[config.mk]
export PLATFORM = sky130hd
export DESIGN_NAME = led_matrix_scanner
export DESIGN_NICKNAME = d
export VERILOG_FILES = /design/src/rtl/led_matrix_scanner.sv
export SDC_FILE = /design/constraint.sdc
export NUM_CORES = 1
export LEC_CHECK = 0
export CORE_MARGIN = 8
export CORE_UTILIZATION = 40
export DETAILED_ROUTE_END_ITERATION = 8
export GPL_ROUTABILITY_DRIVEN = 0
export GPL_TIMING_DRIVEN = 0
export SYNTH_ARGS = -nofsm -noshare
export SYNTH_HDL_FRONTEND = slang
export SYNTH_SLANG_ARGS = --single-unit
[constraint.sdc]
create_clock -name clock -period 7.8 [get_ports clock]
set_clock_uncertainty 0.1 [all_clocks]
set_input_delay 1.56 -clock clock [delete_from_list [all_inputs] [get_ports clock]]
set_output_delay 1.56 -clock clock [all_outputs]
set_load 0.005 [all_outputs]
[src/rtl/led_matrix_scanner.sv]
// Row-multiplexed scanner for a ROWS x COLS LED matrix with a tear-free shadow frame buffer.
// Optional `BRIGHTNESS_PWM_EN adds a 3-bit brightness input that gates column drive inside each row.
module led_matrix_scanner #(
    parameter int ROWS         = 6,
    parameter int COLS         = 6,
    parameter int DWELL_CYCLES = 50000,
    parameter int BLANK_CYCLES = 2
) (
    input  logic                 clock,
    input  logic                 restart,
    input  logic                 enable,
`ifdef BRIGHTNESS_PWM_EN
    input  logic [2:0]           brightness,
`endif
    input  logic [ROWS*COLS-1:0] frame,
    output logic [ROWS-1:0]      rows,
    output logic [COLS-1:0]      cols,
    output logic                 frame_start,
    output logic [2:0]           db_row,
    output logic [1:0]           db_state
);

    localparam int CW = (DWELL_CYCLES > 2) ? $clog2(DWELL_CYCLES) : 1;
    localparam int RW = (ROWS > 2) ? $clog2(ROWS) : 1;
    localparam int D  = DWELL_CYCLES - BLANK_CYCLES;

    typedef enum logic [1:0] {IDLE = 2'd0, BLANK = 2'd1, DRIVE = 2'd2} state_t;

    state_t                state_q, state_d;
    logic [RW-1:0]         row_q, row_d;
    logic [CW-1:0]         cnt_q, cnt_d;
    logic [ROWS*COLS-1:0]  shadow_q, shadow_d;
    logic [ROWS-1:0]       rows_q, rows_d;
    logic [COLS-1:0]       cols_q, cols_d;
    logic                  fs_q, fs_d;
    logic [COLS-1:0]       slice;
    logic                  latch;
    logic                  pwm_on;
`ifdef BRIGHTNESS_PWM_EN
    logic [2:0]            bright_q, bright_d;
    logic [31:0]           thr;
    logic [31:0]           pos;
`endif

    always_comb begin
        state_d  = state_q;
        row_d    = row_q;
        cnt_d    = cnt_q;
        shadow_d = shadow_q;
        latch    = 1'b0;
        if (!enable) begin
            state_d = IDLE;
            row_d   = '0;
            cnt_d   = '0;
        end else begin
            case (state_q)
                IDLE: begin
                    state_d = BLANK;
                    row_d   = '0;
                    cnt_d   = '0;
                    latch   = 1'b1;
                end
                BLANK: begin
                    cnt_d = cnt_q + 1'b1;
                    if (cnt_q == CW'(BLANK_CYCLES - 1))
                        state_d = DRIVE;
                end
                DRIVE: begin
                    // cnt runs across the whole dwell, so BLANK + DRIVE always totals DWELL_CYCLES
                    if (cnt_q == CW'(DWELL_CYCLES - 1)) begin
                        cnt_d   = '0;
                        state_d = BLANK;
                        if (row_q == RW'(ROWS - 1)) begin
                            row_d = '0;
                            latch = 1'b1;
                        end else begin
                            row_d = row_q + 1'b1;
                        end
                    end else begin
                        cnt_d = cnt_q + 1'b1;
                    end
                end
                default: state_d = IDLE;
            endcase
        end
        if (latch)
            shadow_d = frame;
    end

`ifdef BRIGHTNESS_PWM_EN
    always_comb begin
        bright_d = latch ? brightness : bright_q;
        thr      = (32'(D) * (32'(bright_q) + 32'd1)) >> 3;
        pos      = 32'(cnt_d) - 32'(BLANK_CYCLES);
        pwm_on   = (pos < thr);
    end
`else
    assign pwm_on = 1'b1;
`endif

    // Outputs are computed from next-state values so they line up with the registered state
    always_comb begin
        slice  = '1;
        rows_d = '0;
        cols_d = '1;
        fs_d   = latch;
        for (int r = 0; r < ROWS; r++) begin
            if (row_d == RW'(r))
                slice = shadow_q[r*COLS +: COLS];
        end
        if (state_d == DRIVE) begin
            for (int r = 0; r < ROWS; r++)
                rows_d[r] = (row_d == RW'(r));
            if (pwm_on)
                cols_d = ~slice;
        end
    end

    always_ff @(posedge clock) begin
        if (restart) begin
            state_q  <= IDLE;
            row_q    <= '0;
            cnt_q    <= '0;
            shadow_q <= '0;
            rows_q   <= '0;
            cols_q   <= '1;
            fs_q     <= 1'b0;
`ifdef BRIGHTNESS_PWM_EN
            bright_q <= 3'd7;
`endif
        end else begin
            state_q  <= state_d;
            row_q    <= row_d;
            cnt_q    <= cnt_d;
            shadow_q <= shadow_d;
            rows_q   <= rows_d;
            cols_q   <= cols_d;
            fs_q     <= fs_d;
`ifdef BRIGHTNESS_PWM_EN
            bright_q <= bright_d;
`endif
        end
    end

    assign rows        = rows_q;
    assign cols        = cols_q;
    assign frame_start = fs_q;
    assign db_row      = 3'(row_q);
    assign db_state    = state_q;

endmodule

==> results.tsv <==
metric	value	unit
CP Launch Type	input port	
Layout Nets	485	
vias in the first global route	2755	
status	finished clean	
Row Count	32	
worst r2r path cells	7	
total global-route track usage	15.3	%
max cap viols	0	
hold path depth	2	
mapped cell area	0.00314	mm²
fin crit period	3690	ps
filler instances	788	
fraction of layout cells with a size suffix above 1	6.08	%
total negative slack	0	ps
H-tree levels	3	
CTS Root Cell	clkbuf_8	
worst min-delay path category	reg2reg	
fin area	0.00402	mm²
post-DP HPWL	6050	µm
Detail Route Antenna Nets	0	
register area share after synthesis	44.6	%
Die ar.	0.0110	mm²
Placed Cells incl. Taps	530	
fmax	271	MHz
initial antenna violation count	0	
delay-heaviest family, CP	simple AND/OR/NAND/NOR gates	
GR Overflow Total	0	
Pwr Density	182	mW/mm²
routed wire length	8010	µm
Slew headroom	47.2	%
clk_lat worst skew	340	ps
crit path cell chain	clkbuf_1 -> clkinv_1 -> nor4b_2 -> a311oi_4 -> nor4_4 -> a22oi_1 -> o22a_1	
placed inst area	0.00382	mm²
clock buffer count from CTS	9	
PortBufs	55	
Cells after Synth	373	
Avg WL per Cell	14.7	µm
Longest Clk Path Bufs	2	
Worst-path clk slew	70	ps
worst-path fanout max	10	
Synth Warn #	0	
max-slew violations	0	
Slowest-stage cell, CP	nor4_4	
core area	0.00769	mm²
critical path arrival	3820	ps
TritonCTS clock tree	done	
number of synthesized flops with an enable pin	0	
vias post-DR	2788	
die height	105	µm
WHS	356	ps
area delta synth->final	28.0	%
first-pass GRT wire length	13500	µm
actual slew at the worst max-slew pin	790	ps
crit share post-route	47.3	%
RSZ-0062 raised after global routing	no	
Syn Area/Cell	8.43	µm²
post-CTS resize count	0	
Distinct cells, synth	50	
share of synthesized flip-flops with an asynchronous set or reset	0	%
number of remaining DRC errors	0	
Crit path largest cell delay	480	ps
starting density of the core	40.9	%
syn_nets	419	
Buf/Inv on CP	2	
Synth Flop Type	dfxtp_1	
Setup crit end kind	flop	
required time of the critical path	7920	ps
Final Hold Vio Count	0	
num ports	57	
largest net degree at the start of global routing	12	
instance count on the critical path	7	
synthesized flop and latch total	70	
Final Setup Violations	0	
Hold-fix buffers, CTS	0	
post-CTS setup buffer count	0	
CTS sink cnt	70	
maximum VDD drop	0.0963	mV
first drt pass iteration count	7	
WS Path Type	in2reg	
n_diodes	0	
Die W	105	µm
Leak	1.55	nW
Vias/cell	5.11	
initial DRC count	152	
Cell Count, Final, Fillers Out	546	
## final cells by class
cell class                 count  area (µm²)  area share [%]
clock buffer                  13         159            3.95
clock inverter                 3        42.5            1.06
buffer                        17        63.8            1.59
multi-input combinational    276        1640            40.8
sequential                    70        1400            34.8
tap                          102         128            3.17
inverter                      10        37.5           0.933
timing repair buffer          55         551            13.7
## cells by family (layout without fill, tap and decap cells)
logic type | count (synthesis) | in the layout | share of synthesized area [%]
fa+ha+maj | 7 | 7 | 2.79
mux | 8 | 8 | 2.55
buf+inv | 27 | 98 | 3.22
simple gates | 169 | 169 | 27.0
compound gates | 78 | 78 | 16.0
xor+xnor | 14 | 14 | 3.90
flops | 70 | 70 | 44.6
## layout by cell type (no fill, tap or decap), types with 3 or more instances in the layout
cell / netlist / routed
nor2b_1: 6 / 6
dfxtp_1: 70 / 70
nand2b_1: 3 / 3
nand3_1: 9 / 9
a22o_1: 5 / 5
o21bai_1: 5 / 5
clkdlybuf4s50_1: 0 / 55
a222oi_1: 5 / 5
nor4_1: 4 / 4
inv_1: 9 / 9
nand4_1: 3 / 3
a21oi_1: 41 / 41
nor2_1: 29 / 29
o21ai_0: 10 / 10
mux2i_1: 8 / 8
ha_1: 7 / 7
clkbuf_1: 16 / 18
and3_1: 8 / 8
xnor2_1: 8 / 8
clkbuf_8: 0 / 11
nand2_1: 82 / 82
xor2_1: 6 / 6
## worst register-to-register path: cells and delay by family (launching register included)
family,cells,cell delay (ps)
and+or+nand+nor,4,1830
DFF,1,540
buffers and inverters,1,420
AOI/OAI and AO/OA,2,390
## report_power, final
part           total (mW)  internal, mW  switching (mW)
clock               0.296         0.165           0.131
sequential          0.376         0.369         0.00645
combinational      0.0603        0.0296          0.0307
total               0.732         0.564           0.168
## through the flow
stage	utilization (%)	total power, mW	setup WS (ps)
final	52.3	0.732	4110
after global routing	52.3	0.771	3950
after CTS	52.3	0.741	4110
after detailed placement	49.7	0.444	3750
after global placement	49.7	0.443	3700
after floorplan	-	0.412	4260
## routing by layer
metal	routed length [µm]	GRT usage (%)	part of all wire, %
met2	3720	23.2	46
met3	370	5.16	4.6
met1	3830	19.7	48
met5	0	0	0
met4	91	5.30	1.1
## path summary, 6_finish.rpt
path | endpoint | startpoint | slack [ps]
max | cols[4] | enable | 4110
max reg2reg | shadow_q[28] | db_row[0] | 4430
min reg2reg | shadow_q[13] | shadow_q[13] | 360
min | shadow_q[13] | shadow_q[13] | 360
## cells in the mapped netlist, types with 2 or more instances
cell | count | area, µm²
nand2_1 | 82 | 308
dfxtp_1 | 70 | 1400
a21oi_1 | 41 | 205
nor2_1 | 29 | 109
clkbuf_1 | 16 | 60.1
o21ai_0 | 10 | 50.1
inv_1 | 9 | 33.8
nand3_1 | 9 | 45.0
and3_1 | 8 | 50.1
mux2i_1 | 8 | 80.1
xnor2_1 | 8 | 70.1
ha_1 | 7 | 87.6
nor2b_1 | 6 | 37.5
xor2_1 | 6 | 52.6
a222oi_1 | 5 | 50.1
a22o_1 | 5 | 43.8
o21bai_1 | 5 | 37.5
nor4_1 | 4 | 25.0
nand2b_1 | 3 | 18.8
nand4_1 | 3 | 18.8
a22oi_1 | 2 | 15.0
and2_1 | 2 | 12.5
nor3_1 | 2 | 10.0
nor4_4 | 2 | 42.5
or3_1 | 2 | 12.5
or3b_2 | 2 | 17.5
or4_1 | 2 | 15.0
or4_4 | 2 | 22.5
or4b_2 | 2 | 20.0
## flip-flops by register name, indices dropped and copies added (netlist names)
| name | count |
|---|---|
| cnt_q | 16 |
| cols | 6 |
| db_row | 3 |
| db_state | 2 |
| frame_start | 1 |
| rows | 6 |
| shadow_q | 36 |
Power figures use the tool's default switching activity.
